===== src/rtl/score_keeper_pkg.sv =====
`default_nettype none
// +----------------------------------------------------------------------+
// | Module   : score_keeper_pkg                                          |
// | Purpose  : Shared configuration for the score keeper: FSM state      |
// |            encoding and default parameter values.                    |
// | Revision : 1.0  initial release                                      |
// +----------------------------------------------------------------------+
package score_keeper_pkg;

   // Game-flow states of the score keeper
   typedef enum logic [2:0] {
      ST_IDLE  = 3'd0,
      ST_SERVE = 3'd1,
      ST_PLAY  = 3'd2,
      ST_POINT = 3'd3,
      ST_OVER  = 3'd4
   } state_t;

   // Default parameter values
   localparam int c_WIN_SCORE_DEFAULT    = 11;
   localparam int c_SERVE_FRAMES_DEFAULT = 60;
   localparam int c_DEBOUNCE_DEFAULT     = 250000;

   // Score register width; 4 bits covers the legal 1..15 win range
   localparam int c_SCORE_W = 4;

endpackage : score_keeper_pkg
`default_nettype wire


===== src/rtl/score_keeper_switch_debounce.sv =====
`default_nettype none
// +----------------------------------------------------------------------+
// | Module   : Switch_Debounce                                           |
// | Purpose  : Two-flop synchroniser followed by a stability-count       |
// |            debouncer for a raw mechanical switch.                    |
// | Revision : 1.0  initial release                                      |
// +----------------------------------------------------------------------+
module Switch_Debounce
   import score_keeper_pkg::*;
#(
   parameter int p_DEBOUNCE = c_DEBOUNCE_DEFAULT
)(
   input  logic i_Clk,
   input  logic i_Rst_n,
   input  logic i_Sw,
   output logic o_Level
);

   // Counter holds 0 .. p_DEBOUNCE-1 consecutive "different" cycles
   localparam int                 c_CNT_W    = (p_DEBOUNCE > 1) ? $clog2(p_DEBOUNCE) : 1;
   localparam logic [c_CNT_W-1:0] c_CNT_LAST = c_CNT_W'(p_DEBOUNCE - 1);
   localparam logic [c_CNT_W-1:0] c_CNT_ONE  = c_CNT_W'(1);

   logic               r_sync_meta;
   logic               r_sync;
   logic [c_CNT_W-1:0] r_stable_cnt;
   logic               r_level;

   // Bring the asynchronous switch into the clock domain
   always_ff @(posedge i_Clk or negedge i_Rst_n) begin
      if (!i_Rst_n) begin
         r_sync_meta <= 1'b0;
         r_sync      <= 1'b0;
      end else begin
         r_sync_meta <= i_Sw;
         r_sync      <= r_sync_meta;
      end
   end

   // Accept a new level once it has differed from the current one for p_DEBOUNCE cycles in a row
   always_ff @(posedge i_Clk or negedge i_Rst_n) begin
      if (!i_Rst_n) begin
         r_stable_cnt <= '0;
         r_level      <= 1'b0;
      end else if (r_sync == r_level) begin
         r_stable_cnt <= '0;
      end else if (r_stable_cnt == c_CNT_LAST) begin
         r_level      <= r_sync;
         r_stable_cnt <= '0;
      end else begin
         r_stable_cnt <= r_stable_cnt + c_CNT_ONE;
      end
   end

   assign o_Level = r_level;

endmodule : Switch_Debounce
`default_nettype wire


===== src/rtl/score_keeper.sv =====
`default_nettype none
// +----------------------------------------------------------------------+
// | Module   : score_keeper                                              |
// | Purpose  : Pong game controller: serve hold, point scoring, win      |
// |            detection and serve-switch handling.                      |
// | Revision : 1.0  initial release                                      |
// +----------------------------------------------------------------------+
module score_keeper
   import score_keeper_pkg::*;
#(
   parameter int p_WIN_SCORE    = c_WIN_SCORE_DEFAULT,
   parameter int p_SERVE_FRAMES = c_SERVE_FRAMES_DEFAULT,
   parameter int p_DEBOUNCE     = c_DEBOUNCE_DEFAULT
)(
   input  logic                 i_Clk,
   input  logic                 i_Rst_n,
   input  logic                 i_Frame,
   input  logic                 i_Ball_L_Out,
   input  logic                 i_Ball_R_Out,
   input  logic                 i_Serve_Sw,
   output logic                 o_Ball_Enable,
   output logic                 o_Ball_Recenter,
   output logic                 o_Serve_Dir,
   output logic [c_SCORE_W-1:0] o_Score_L,
   output logic [c_SCORE_W-1:0] o_Score_R,
   output logic                 o_Game_Over,
   output logic                 o_Winner
);

   localparam logic [c_SCORE_W-1:0] c_WIN       = c_SCORE_W'(p_WIN_SCORE);
   localparam logic [c_SCORE_W-1:0] c_SCORE_ONE = c_SCORE_W'(1);

   // Serve frame counter holds 0 .. p_SERVE_FRAMES-1
   localparam int                 c_FRM_W    = (p_SERVE_FRAMES > 1) ? $clog2(p_SERVE_FRAMES) : 1;
   localparam logic [c_FRM_W-1:0] c_FRM_LAST = c_FRM_W'(p_SERVE_FRAMES - 1);
   localparam logic [c_FRM_W-1:0] c_FRM_ONE  = c_FRM_W'(1);

   // The press detector stays disarmed until the debounced level has been low for
   // longer than the synchroniser plus debounce latency. A switch held through reset
   // therefore reaches the debounced level before arming and cannot start a game.
   localparam int                 c_ARM_CYCLES = p_DEBOUNCE + 4;
   localparam int                 c_ARM_W      = $clog2(c_ARM_CYCLES + 1);
   localparam logic [c_ARM_W-1:0] c_ARM_LAST   = c_ARM_W'(c_ARM_CYCLES - 1);
   localparam logic [c_ARM_W-1:0] c_ARM_ONE    = c_ARM_W'(1);

   logic                 w_level;
   logic                 r_level_q;
   logic                 r_armed;
   logic [c_ARM_W-1:0]   r_arm_cnt;
   logic                 w_serve_press;

   state_t               r_state;
   state_t               w_state_next;
   logic [c_SCORE_W-1:0] r_score_l;
   logic [c_SCORE_W-1:0] r_score_r;
   logic [c_SCORE_W-1:0] w_score_l_next;
   logic [c_SCORE_W-1:0] w_score_r_next;
   logic                 r_serve_dir;
   logic                 w_serve_dir_next;
   logic                 r_winner;
   logic                 w_winner_next;
   logic                 r_recenter;
   logic                 w_recenter_next;
   logic [c_FRM_W-1:0]   r_frame_cnt;
   logic [c_FRM_W-1:0]   w_frame_cnt_next;

   Switch_Debounce #(
      .p_DEBOUNCE (p_DEBOUNCE)
   ) u_serve_debounce (
      .i_Clk   (i_Clk),
      .i_Rst_n (i_Rst_n),
      .i_Sw    (i_Serve_Sw),
      .o_Level (w_level)
   );

   // Delay the debounced level for rising-edge detection
   always_ff @(posedge i_Clk or negedge i_Rst_n) begin
      if (!i_Rst_n) begin
         r_level_q <= 1'b0;
      end else begin
         r_level_q <= w_level;
      end
   end

   // Arm the press detector once the switch has been seen released for long enough
   always_ff @(posedge i_Clk or negedge i_Rst_n) begin
      if (!i_Rst_n) begin
         r_arm_cnt <= '0;
         r_armed   <= 1'b0;
      end else if (!r_armed) begin
         if (w_level) begin
            r_arm_cnt <= '0;
         end else if (r_arm_cnt == c_ARM_LAST) begin
            r_armed <= 1'b1;
         end else begin
            r_arm_cnt <= r_arm_cnt + c_ARM_ONE;
         end
      end
   end

   assign w_serve_press = w_level & ~r_level_q & r_armed;

   // State, score and strobe registers
   always_ff @(posedge i_Clk or negedge i_Rst_n) begin
      if (!i_Rst_n) begin
         r_state     <= ST_IDLE;
         r_score_l   <= '0;
         r_score_r   <= '0;
         r_serve_dir <= 1'b0;
         r_winner    <= 1'b0;
         r_recenter  <= 1'b0;
         r_frame_cnt <= '0;
      end else begin
         r_state     <= w_state_next;
         r_score_l   <= w_score_l_next;
         r_score_r   <= w_score_r_next;
         r_serve_dir <= w_serve_dir_next;
         r_winner    <= w_winner_next;
         r_recenter  <= w_recenter_next;
         r_frame_cnt <= w_frame_cnt_next;
      end
   end

   // Next-state and next-register logic; the frame counter is held at zero outside SERVE
   always_comb begin
      w_state_next     = r_state;
      w_score_l_next   = r_score_l;
      w_score_r_next   = r_score_r;
      w_serve_dir_next = r_serve_dir;
      w_winner_next    = r_winner;
      w_recenter_next  = 1'b0;
      w_frame_cnt_next = '0;

      case (r_state)
         ST_IDLE, ST_OVER: begin
            if (w_serve_press) begin
               w_score_l_next  = '0;
               w_score_r_next  = '0;
               w_winner_next   = 1'b0;
               w_recenter_next = 1'b1;
               w_state_next    = ST_SERVE;
            end
         end

         ST_SERVE: begin
            w_frame_cnt_next = r_frame_cnt;
            if (i_Frame) begin
               if (r_frame_cnt == c_FRM_LAST) begin
                  w_frame_cnt_next = '0;
                  w_state_next     = ST_PLAY;
               end else begin
                  w_frame_cnt_next = r_frame_cnt + c_FRM_ONE;
               end
            end
         end

         ST_PLAY: begin
            if (i_Frame) begin
               if (i_Ball_L_Out && !i_Ball_R_Out) begin
                  if (r_score_r != c_WIN) begin
                     w_score_r_next = r_score_r + c_SCORE_ONE;
                  end
                  w_serve_dir_next = 1'b0;
                  w_state_next     = ST_POINT;
               end else if (i_Ball_R_Out && !i_Ball_L_Out) begin
                  if (r_score_l != c_WIN) begin
                     w_score_l_next = r_score_l + c_SCORE_ONE;
                  end
                  w_serve_dir_next = 1'b1;
                  w_state_next     = ST_POINT;
               end else if (i_Ball_L_Out && i_Ball_R_Out) begin
                  w_state_next = ST_POINT;
               end
            end
         end

         ST_POINT: begin
            if ((r_score_l == c_WIN) || (r_score_r == c_WIN)) begin
               w_winner_next = (r_score_r == c_WIN);
               w_state_next  = ST_OVER;
            end else begin
               w_recenter_next = 1'b1;
               w_state_next    = ST_SERVE;
            end
         end

         default: begin
            w_state_next = ST_IDLE;
         end
      endcase
   end

   assign o_Ball_Enable   = (r_state == ST_PLAY);
   assign o_Game_Over     = (r_state == ST_OVER);
   assign o_Ball_Recenter = r_recenter;
   assign o_Serve_Dir     = r_serve_dir;
   assign o_Score_L       = r_score_l;
   assign o_Score_R       = r_score_r;
   assign o_Winner        = r_winner;

endmodule : score_keeper
`default_nettype wire


===== config.mk =====
export PLATFORM = sky130hd
export DESIGN_NAME = score_keeper
export DESIGN_NICKNAME = d
export VERILOG_FILES = /design/src/rtl/score_keeper_pkg.sv /design/src/rtl/score_keeper_switch_debounce.sv /design/src/rtl/score_keeper.sv
export SDC_FILE = /design/constraint.sdc
export NUM_CORES = 1
export LEC_CHECK = 0
export CAP_MARGIN = 10
export CORE_MARGIN = 5
export CORE_UTILIZATION = 59
export DETAILED_ROUTE_END_ITERATION = 8
export PLACE_DENSITY = 0.82
export SYNTH_ARGS = -nofsm -noshare
export SYNTH_HDL_FRONTEND = slang
export SYNTH_SLANG_ARGS = --single-unit

===== constraint.sdc =====
create_clock -name i_Clk -period 2.44 [get_ports i_Clk]
set_input_delay 0.488 -clock i_Clk [delete_from_list [all_inputs] [get_ports i_Clk]]
set_output_delay 0.488 -clock i_Clk [all_outputs]
set_load 0.02 [all_outputs]

== Word level (Yosys, flattened, before mapping) ==
Index checks and enable logic that the tools add are counted.

* Add/subtract/negate cells: 5
* Equality and inequality tests: 24
* Multiplexer cells: 37
* Bitwise logic cells: 5
* Reductions and logical operators: 18

{| class="wikitable"
|+ Operators by type and width
! operator !! count
|-
| 18-bit two-way mux || 4
|-
| 18-bit by 1-bit adder with 18-bit output (second input constant) || 2
|-
| 18-bit == test (second input constant) || 2
|-
| 4-bit two-way mux || 8
|-
| 3-bit two-way mux || 8
|-
| 6-bit two-way mux || 3
|-
| 4-bit case mux with 2 select lines || 2
|-
| 2-bit != test (second input constant) || 6
|-
| 3-bit case mux with 4 select lines || 1
|-
| 2-bit by 1-bit != test with 1-bit output (second input constant) || 5
|-
| 5-bit AND reduction || 2
|-
| 1-bit two-way mux || 9
|-
| 4-bit by 1-bit adder with 4-bit output (second input constant) || 2
|-
| 4-bit == test (second input constant) || 2
|-
| 4-bit != test (second input constant) || 2
|-
| 6-bit by 1-bit adder with 6-bit output (second input constant) || 1
|-
| 3-bit by 2-bit == test with 1-bit output (second input constant) || 2
|-
| 6-bit == test (second input constant) || 1
|-
| 3-bit AND reduction || 2
|-
| 6-bit AND reduction || 1
|-
| 2-bit nonzero test || 3
|-
| 4-bit by 1-bit != test with 1-bit output (second input constant) || 1
|-
| 1-bit case mux with 2 select lines || 2
|-
| 2-bit AND reduction || 2
|-
| 10 further kinds || 16
|}

* Flip-flop bits (word level): 61
* Input bits: 6
* Output and inout port bits: 13
* Logic and storage cells: 103

== Logic depth before layout (Yosys ltp) ==
Gate-level depths: netlist of run 1.

* Word-level depth: 6
* Mapped depth: 6

== Cells and area by module ==
Synthesis of run 1 repeated with hierarchy kept, for this count alone.

* Cell total of the unflattened synthesis: 351
* Area total of the unflattened synthesis: 3372.0 um2

{| class="wikitable"
|+ By module, submodules not included
! module !! instances !! cells each !! area an instance (um2)
|-
| score_keeper || 1 || 252 || 2342.2
|-
| Switch_Debounce || 1 || 99 || 1029.7
|}

== Worst setup path before layout of run 1 ==
Ideal clock, no wire load.

* Path type: reg-to-reg
* From: register r_arm_cnt[0]
* To: register r_arm_cnt[0]
* Setup time: 0.125 ns
* Data arrival time: 1.672 ns
* Data required time: 2.315 ns
* Setup slack: 0.643 ns
* Stages on the path, launching flop included: 6
* Buffers on the path: 0
* Cells stage by stage: dfrtp_1 ha_1 nor4b_1 nand4_1 o41ai_2 mux2_2

* Cells in the longest elaborated chain, start to end: 3
* Elaborated cells between the ends (all ways): 6

{| class="wikitable"
|+ RTL lines
! item !! RTL line !! RTL
|-
| start: declaration || score_keeper.sv:49 || <nowiki>logic [c_ARM_W-1:0] r_arm_cnt;</nowiki>
|-
| start signal: assignment || score_keeper.sv:96 || <nowiki>r_arm_cnt <= r_arm_cnt + c_ARM_ONE;</nowiki>
|-
| 18-bit by 1-bit adder with 18-bit output / 18-bit == test (equally long branches) || score_keeper.sv:96, score_keeper.sv:93 ||
|-
| 18-bit two-way mux / 2-bit by 1-bit != test with 1-bit output (equally long branches) || n/a ||
|-
| 18-bit two-way mux / 2-bit AND reduction (equally long branches) || n/a ||
|}

Several ways; a longest one is shown, not always the timed one. The select of a mux whose other input is x is not followed.
A chain may end at the register's enable or synchronous reset.

== Final worst setup path of run 1 ==
* From: register r_state[0]
* To: output port o_Ball_Enable

* Cells in the longest elaborated chain, start to end: 1

{| class="wikitable"
|+ RTL lines
! item !! RTL line !! RTL
|-
| start: declaration || score_keeper.sv:52 || <nowiki>state_t r_state;</nowiki>
|-
| start signal: assignment || score_keeper.sv:114 || <nowiki>r_state <= w_state_next;</nowiki>
|-
| 3-bit by 2-bit == test with 1-bit output || score_keeper.sv:193 || <nowiki>assign o_Ball_Enable = (r_state == ST_PLAY);</nowiki>
|-
| end: declaration || score_keeper.sv:21 || <nowiki>output logic o_Ball_Enable,</nowiki>
|}

No other way between the ends.

==> results by group, run 1 <==
Cells and area
  • Post-route cell area: roughly 3700 sq um
  • Layout cells sized above 1: 0.104
  • Number of fill cells in the layout: between 400 and 500
  • Area growth, synth to finish: 14.7%
  • ANT cells: 0
  • NumNets Final: between 300 and 400

Worst setup path
  • Worst reg2reg setup slack: 430 ps
  • Worst endpoint data arrival time: roughly 1800 ps
  • CP max FO: 9
  • Startpoint Class: flop
  • Worst Path Required: 1950 ps
  • CP Capture Type: primary output
  • Crit path kind: reg2out

Global route
  • Vias in the first global route: 2515
  • Total grt overflow: 0
  • First-pass GRT wire length: 11300 microns
  • Pin count of the biggest net entering global routing: 37
  • Total GRT Usage: 0.194
  • Initial antenna violation count: 0

Timing
  • RSZ-0062 raised after global routing: no
  • Final worst-path cycle share: 0.924
  • Max Clock Skew: 10.8 ps
  • Final Max Slew Viols: 0
  • Fmax: between 0.4 and 0.5 GHz
  • Setup tns final: 0 ps
  • Final setup fails: 0
  • Hold WS: 180 ps
  • Worst Tran Pin Value: 630 ps
  • Hold Vio Cnt, Final: 0
  • Post-route setup slack: 186 ps
  • Final min period: 2250 ps
  • Slew HR: 0.580

Clocking
  • Maximum root-to-sink buffer count: 2
  • CTS tree: built
  • Num CTS Buffers: 9
  • Clk sinks: 61
  • Cts-stage hold buffer count: 0
  • Postcts setup bufs: 0
  • Clock latency on the worst-skew pair: 330 ps
  • CTS root buffer: clkbuf_8
  • CTS HTree Levels: 3
  • Clock transition at path regs: 60 ps
  • PostCTS Resize Cnt: 0

Place
  • Placed Area: 3510 sq um
  • I/O Buffers: 18
  • Hpwl dp: around 4500 microns
  • Final GP Congestion: slightly above 0.8
  • Pre-CTS setup slack: 140 ps

Synthesis
  • Area of the mapped netlist: 3230 sq um
  • Ys Warns: 0
  • Mapped Nets: 349
  • Async SR Flop Fraction: 1.00
  • Post-synth EDFFs: 0
  • Syn Inst Count: 335
  • Syn Area/Cell: between 9 and 10 sq um
  • Register area share after synthesis: 0.473
  • Distinct cell type count of the synthesized netlist: 54
  • FF+latch count, synth: 61
  • Top FF cell, synth: dfrtp_1

Power
  • Sw Ratio: 0.257
  • Cell-internal power: 1.65 mW
  • Pwr Total: 2.21 mW
  • NetSw: 568 uW
  • Clock power frac: 0.384
  • Pleak: 1.58 nW
  • Sequential share of power: 0.517
  • Peak VDD IR: 375 uV
  • Comb pwr share: 0.099
  • Power per cell area: 598 nW/um^2

Route
  • Routed len/inst: 15.0 microns
  • Antenna viol nets, final: 0
  • DRT Pass-1 Iters: 5
  • # DRC: 0
  • Final wirelength: roughly 6600 microns
  • DR vias/cell: 5.99
  • Initial DRC count: 150
  • Via count: 2616

Floorplanning
  • Io pins: 19
  • # rows: 27
  • Die H: 84.0 microns
  • Core area: ~5400 sq um
  • Starting density of the core: 0.597
  • Die X: 84.0 microns
  • Die ar.: 7050 sq um

Outcome
  • Status: finished clean

Worst hold path
  • HP Class: in2async

Flow run
  • Max-cap violation count: 0
[sequential cells by signal (all words and copies together) (netlist names), 3 cells and up]
| signal | count |
|---|---|
| r_arm_cnt | 18 |
| r_state | 3 |
| o_Score_L | 4 |
| o_Score_R | 4 |
| r_frame_cnt | 6 |
| u_serve_debounce.r_stable_cnt | 18 |
[critical path, cell delays in order (launching register included)]
cell and delay, ps:
dfrtp_1 460, nor3b_1 320, clkdlybuf4s50_1 670
[cells in the final DEF (no fill, tap or decap), drive strengths merged, types with 3 or more instances in the layout]
cell,count
dfrtp,61
nor2,46
nand3,25
o21ai,18
nand2,17
inv,17
clkdlybuf4s50,17
xnor2,14
clkbuf,13
nand4,12
nor3,11
a21oi,9
ha,8
nor4,8
buf,8
xor2,7
nor2b,6
mux2i,6
o41ai,6
and4,4
and3,4
mux2,4
or3,4
o31ai,3
o2bb2ai,3
[layer usage]
metal / vias up / part of all wire / track usage
met5: - / 0 / 0
met4: 0 / 0.0094 / 0.0658
met3: 8 / 0.048 / 0.0464
met2: 70 / 0.48 / 0.325
met1: 1270 / 0.46 / 0.247
li1: 1268 / - / -
[metrics by stage]
| stage | util | cells |
|---|---|---|
| final | 0.685 | 437 |
| after global routing | 0.685 | 437 |
| after CTS | 0.685 | 437 |
| after detailed placement | 0.649 | 421 |
| after global placement | 0.649 | 421 |
| after floorplan | - | 335 |
[power by group through the flow]
| stage | clock [mW] | combinational (mW) | sequential (mW) |
|---|---|---|---|
| global placement | 0 | 0.207 | 1.16 |
| finish | 0.850 | 0.219 | 1.14 |
| CTS | 0.872 | 0.222 | 1.14 |
| floorplan | 0 | 0.164 | 1.14 |
| global route | 0.917 | 0.257 | 1.15 |
| detailed placement | 0 | 0.220 | 1.16 |
[cell usage after synthesis (all sizes together), types with 5 or more instances]
cell | instances | area share
xnor2 | 14 | 0.038
nor2 | 46 | 0.053
dfrtp | 61 | 0.47
nor4 | 8 | 0.017
ha | 8 | 0.031
nor2b | 6 | 0.012
nor3 | 11 | 0.017
buf | 5 | 0.0089
o21ai | 18 | 0.028
a21oi | 9 | 0.014
inv | 17 | 0.020
o41ai | 6 | 0.024
nand4 | 12 | 0.025
clkbuf | 6 | 0.0070
nand3 | 25 | 0.039
xor2 | 7 | 0.019
nand2 | 17 | 0.020
mux2i | 6 | 0.019
[kinds of logic after synthesis]
kind of cell	share of synthesized area
adder cells (fa/ha/maj)	0.0310
buffers and inverters	0.0357
XOR/XNOR	0.0570
AO/OA/AOI/OAI	0.121
AND/OR/NAND/NOR	0.250
multiplexers	0.0326
flip-flops	0.473
[cell type report]
class,instances,area [sq um],share of cell area
clock inverter,3,17.5,0.00473
multi-input combinational,246,1590,0.428
tap,72,90.1,0.0243
timing repair buffer,25,240,0.0649
inverter,17,63.8,0.0172
sequential,61,1530,0.412
clock buffer,13,179,0.0483
[path summary, 6_finish.rpt]
path | from | endpoint | cells past startpoint
hold reg to reg | u_serve_debounce.r_sync_meta | u_serve_debounce.r_sync | 0
setup reg to reg | r_arm_cnt[0] | r_arm_cnt[1] | 6
min in group i_Clk | u_serve_debounce.r_sync_meta | u_serve_debounce.r_sync | 0
setup / recovery | r_state[0] | o_Ball_Enable | 2
hold / removal | i_Rst_n | r_frame_cnt[3] | 1
max in group asynchronous | i_Rst_n | r_arm_cnt[1] | 2
Note: power is estimated with default switching activity, not from simulation.
==> run 2, diff against run 1 <==
--- a/config.mk
+++ b/config.mk
@@ -6,6 +6,7 @@
 export NUM_CORES = 1
 export LEC_CHECK = 0
 export CAP_MARGIN = 10
+export CORE_ASPECT_RATIO = 1.75
 export CORE_MARGIN = 5
 export CORE_UTILIZATION = 59
 export DETAILED_ROUTE_END_ITERATION = 8
==> results by group, run 2 (synthesis results as in run 1) <==
Clocking
  • Maximum root-to-sink buffer count: 2 (unchanged)
  • CTS tree: built (unchanged)
  • Postcts setup bufs: 0 (unchanged)
  • PostCTS Resize Cnt: 0 (unchanged)
  • CTS root buffer: clkbuf_8 (unchanged)
  • Num CTS Buffers: 9 (unchanged)
  • CTS HTree Levels: 3 (unchanged)
  • Cts-stage hold buffer count: 0 (unchanged)
  • Clk sinks: 61 (unchanged)
  • Clock latency on the worst-skew pair: 340 ps (was 330 ps)
  • Clock transition at path regs: 70 ps (was 60 ps)

Timing
  • Fmax: 0.439 GHz (was 0.444 GHz)
  • Final setup fails: 0 (unchanged)
  • Hold Vio Cnt, Final: 0 (unchanged)
  • Max Clock Skew: 6.56 ps (was 10.8 ps)
  • Final Max Slew Viols: 0 (unchanged)
  • Setup tns final: 0 ps (unchanged)
  • Final worst-path cycle share: 0.933 (was 0.924)
  • Slew HR: 0.721 (was 0.580)
  • Worst Tran Pin Value: 414 ps (was 630 ps)
  • Final min period: 2280 ps (was 2250 ps)
  • RSZ-0062 raised after global routing: no (unchanged)

Power
  • Pwr Total: 2.12 mW (was 2.21 mW)
  • Power per cell area: 577 nW/um^2 (was 598 nW/um^2)
  • Pleak: 1.56 nW (was 1.58 nW)
  • Peak VDD IR: 433 uV (was 375 uV)

Place
  • I/O Buffers: 18 (unchanged)
  • Placed Cells: 423 (was 421)
  • Final GP Congestion: 0.831 (was 0.811)
  • Hpwl dp: 4540 microns (was 4460 microns)

Route
  • Via count: 2562 (was 2616)
  • DRT Pass-1 Iters: 4 (was 5)
  • Antenna viol nets, final: 0 (unchanged)
  • DR vias/cell: 5.85 (was 5.99)
  • Initial DRC count: 143 (was 150)
  • Routed len/inst: 14.9 microns (was 15.0 microns)
  • # DRC: 0 (unchanged)
  • Final wirelength: 6540 microns (was 6560 microns)

Floorplanning
  • Die X: 65.9 microns (was 84.0 microns)
  • Die H: 108 microns (was 84.0 microns)
  • Starting density of the core: 0.609 (was 0.597)
  • Core area: 5300 sq um (was 5410 sq um)
  • Die ar.: 7110 sq um (was 7050 sq um)
  • Io pins: 19 (unchanged)
  • # rows: 35 (was 27)

Cells and area
  • Largest regs: r_arm_cnt x18, u_serve_debounce.r_stable_cnt x18, r_frame_cnt x6 (unchanged)
  • Number of fill cells in the layout: 406 (was 405)
  • NumNets Final: 374 (unchanged)
  • Layout cells sized above 1: 0.0934 (was 0.104)
  • Commonest cells after routing, fill and taps aside: 61 x dfrtp_1, 46 x nor2_1, 25 x nand3_1, 18 x o21ai_0 (unchanged)
  • Finished Layout Cells: 438 (was 437)
  • Final core area utilization: 0.692 (was 0.685)
  • Most common cell after layout, fill and taps aside: dfrtp_1 (unchanged)
  • ANT cells: 0 (unchanged)
  • Area growth, synth to finish: 13.6% (was 14.7%)

Global route
  • Total GRT Usage: 0.208 (was 0.194)
  • Vias in the first global route: 2579 (was 2515)
  • Pin count of the biggest net entering global routing: 62 (was 37)
  • Total grt overflow: 0 (unchanged)
  • First-pass GRT wire length: 11400 microns (was 11300 microns)
  • Initial antenna violation count: 0 (unchanged)

Worst setup path
  • CP max FO: 9 (unchanged)
  • R2R cell count: 6 (unchanged)
  • Worst endpoint data arrival time: 1790 ps (was 1770 ps)
  • Worst Path Required: 1950 ps (about the same)
  • Crit path kind: reg2out (unchanged)
  • Startpoint Class: flop (unchanged)
  • CP Capture Type: primary output (unchanged)

Flow run
  • Max-cap violation count: 0 (unchanged)

Outcome
  • Status: finished clean (unchanged)

Worst hold path
  • HP Class: in2async (unchanged)
-- run 2: critical path: stages (launching register included) --
cell and delay, ps:
dfrtp_1 470, nor3b_1 310, clkdlybuf4s50_1 670
-- run 2: per-stage QoR --
stage               worst slack [ps]  area (sq um)  hold slack [ps]
CTS                              126          3670              149
global route                    79.1          3670              164
finish                           162          3670              146
global placement                 277          3510              338
detailed placement               227          3510              337
floorplan                        643          3230              192
-- run 2: cell type report --
class / instances / area [sq um] / share of cell area
flip-flops and latches: 61 / 1530 / 0.416
multi-input cells: 246 / 1590 / 0.432
well taps: 74 / 92.6 / 0.0252
clock buffers: 13 / 149 / 0.0406
inverters: 17 / 63.8 / 0.0174
clock inverters: 2 / 10.0 / 0.00273
repair buffers: 25 / 240 / 0.0655
-- run 2: worst paths after layout --
path	start	endpoint	slack [ps]
hold reg to reg	u_serve_debounce.r_sync_meta	u_serve_debounce.r_sync	350
max in group asynchronous	i_Rst_n	r_arm_cnt[4]	2040
setup / recovery	r_state[0]	o_Ball_Enable	160
hold / removal	i_Rst_n	u_serve_debounce.r_stable_cnt[10]	150
setup reg to reg	r_arm_cnt[0]	r_arm_cnt[1]	360
min in group i_Clk	u_serve_debounce.r_sync_meta	u_serve_debounce.r_sync	350
-- run 2: report_power, final --
group / switching [mW] / internal, mW / total, mW
Sequential: 0.0719 / 1.07 / 1.14
Combinational: 0.121 / 0.0968 / 0.218
Clock: 0.367 / 0.388 / 0.755
-- run 2: layer usage --
layer / vias to the layer above / global-route usage / share of wire
met5: - / 0 / 0
met4: 0 / 0.104 / 0.0086
met3: 4 / 0.0460 / 0.032
met2: 40 / 0.365 / 0.56
met1: 1257 / 0.229 / 0.40
li1: 1261 / - / -
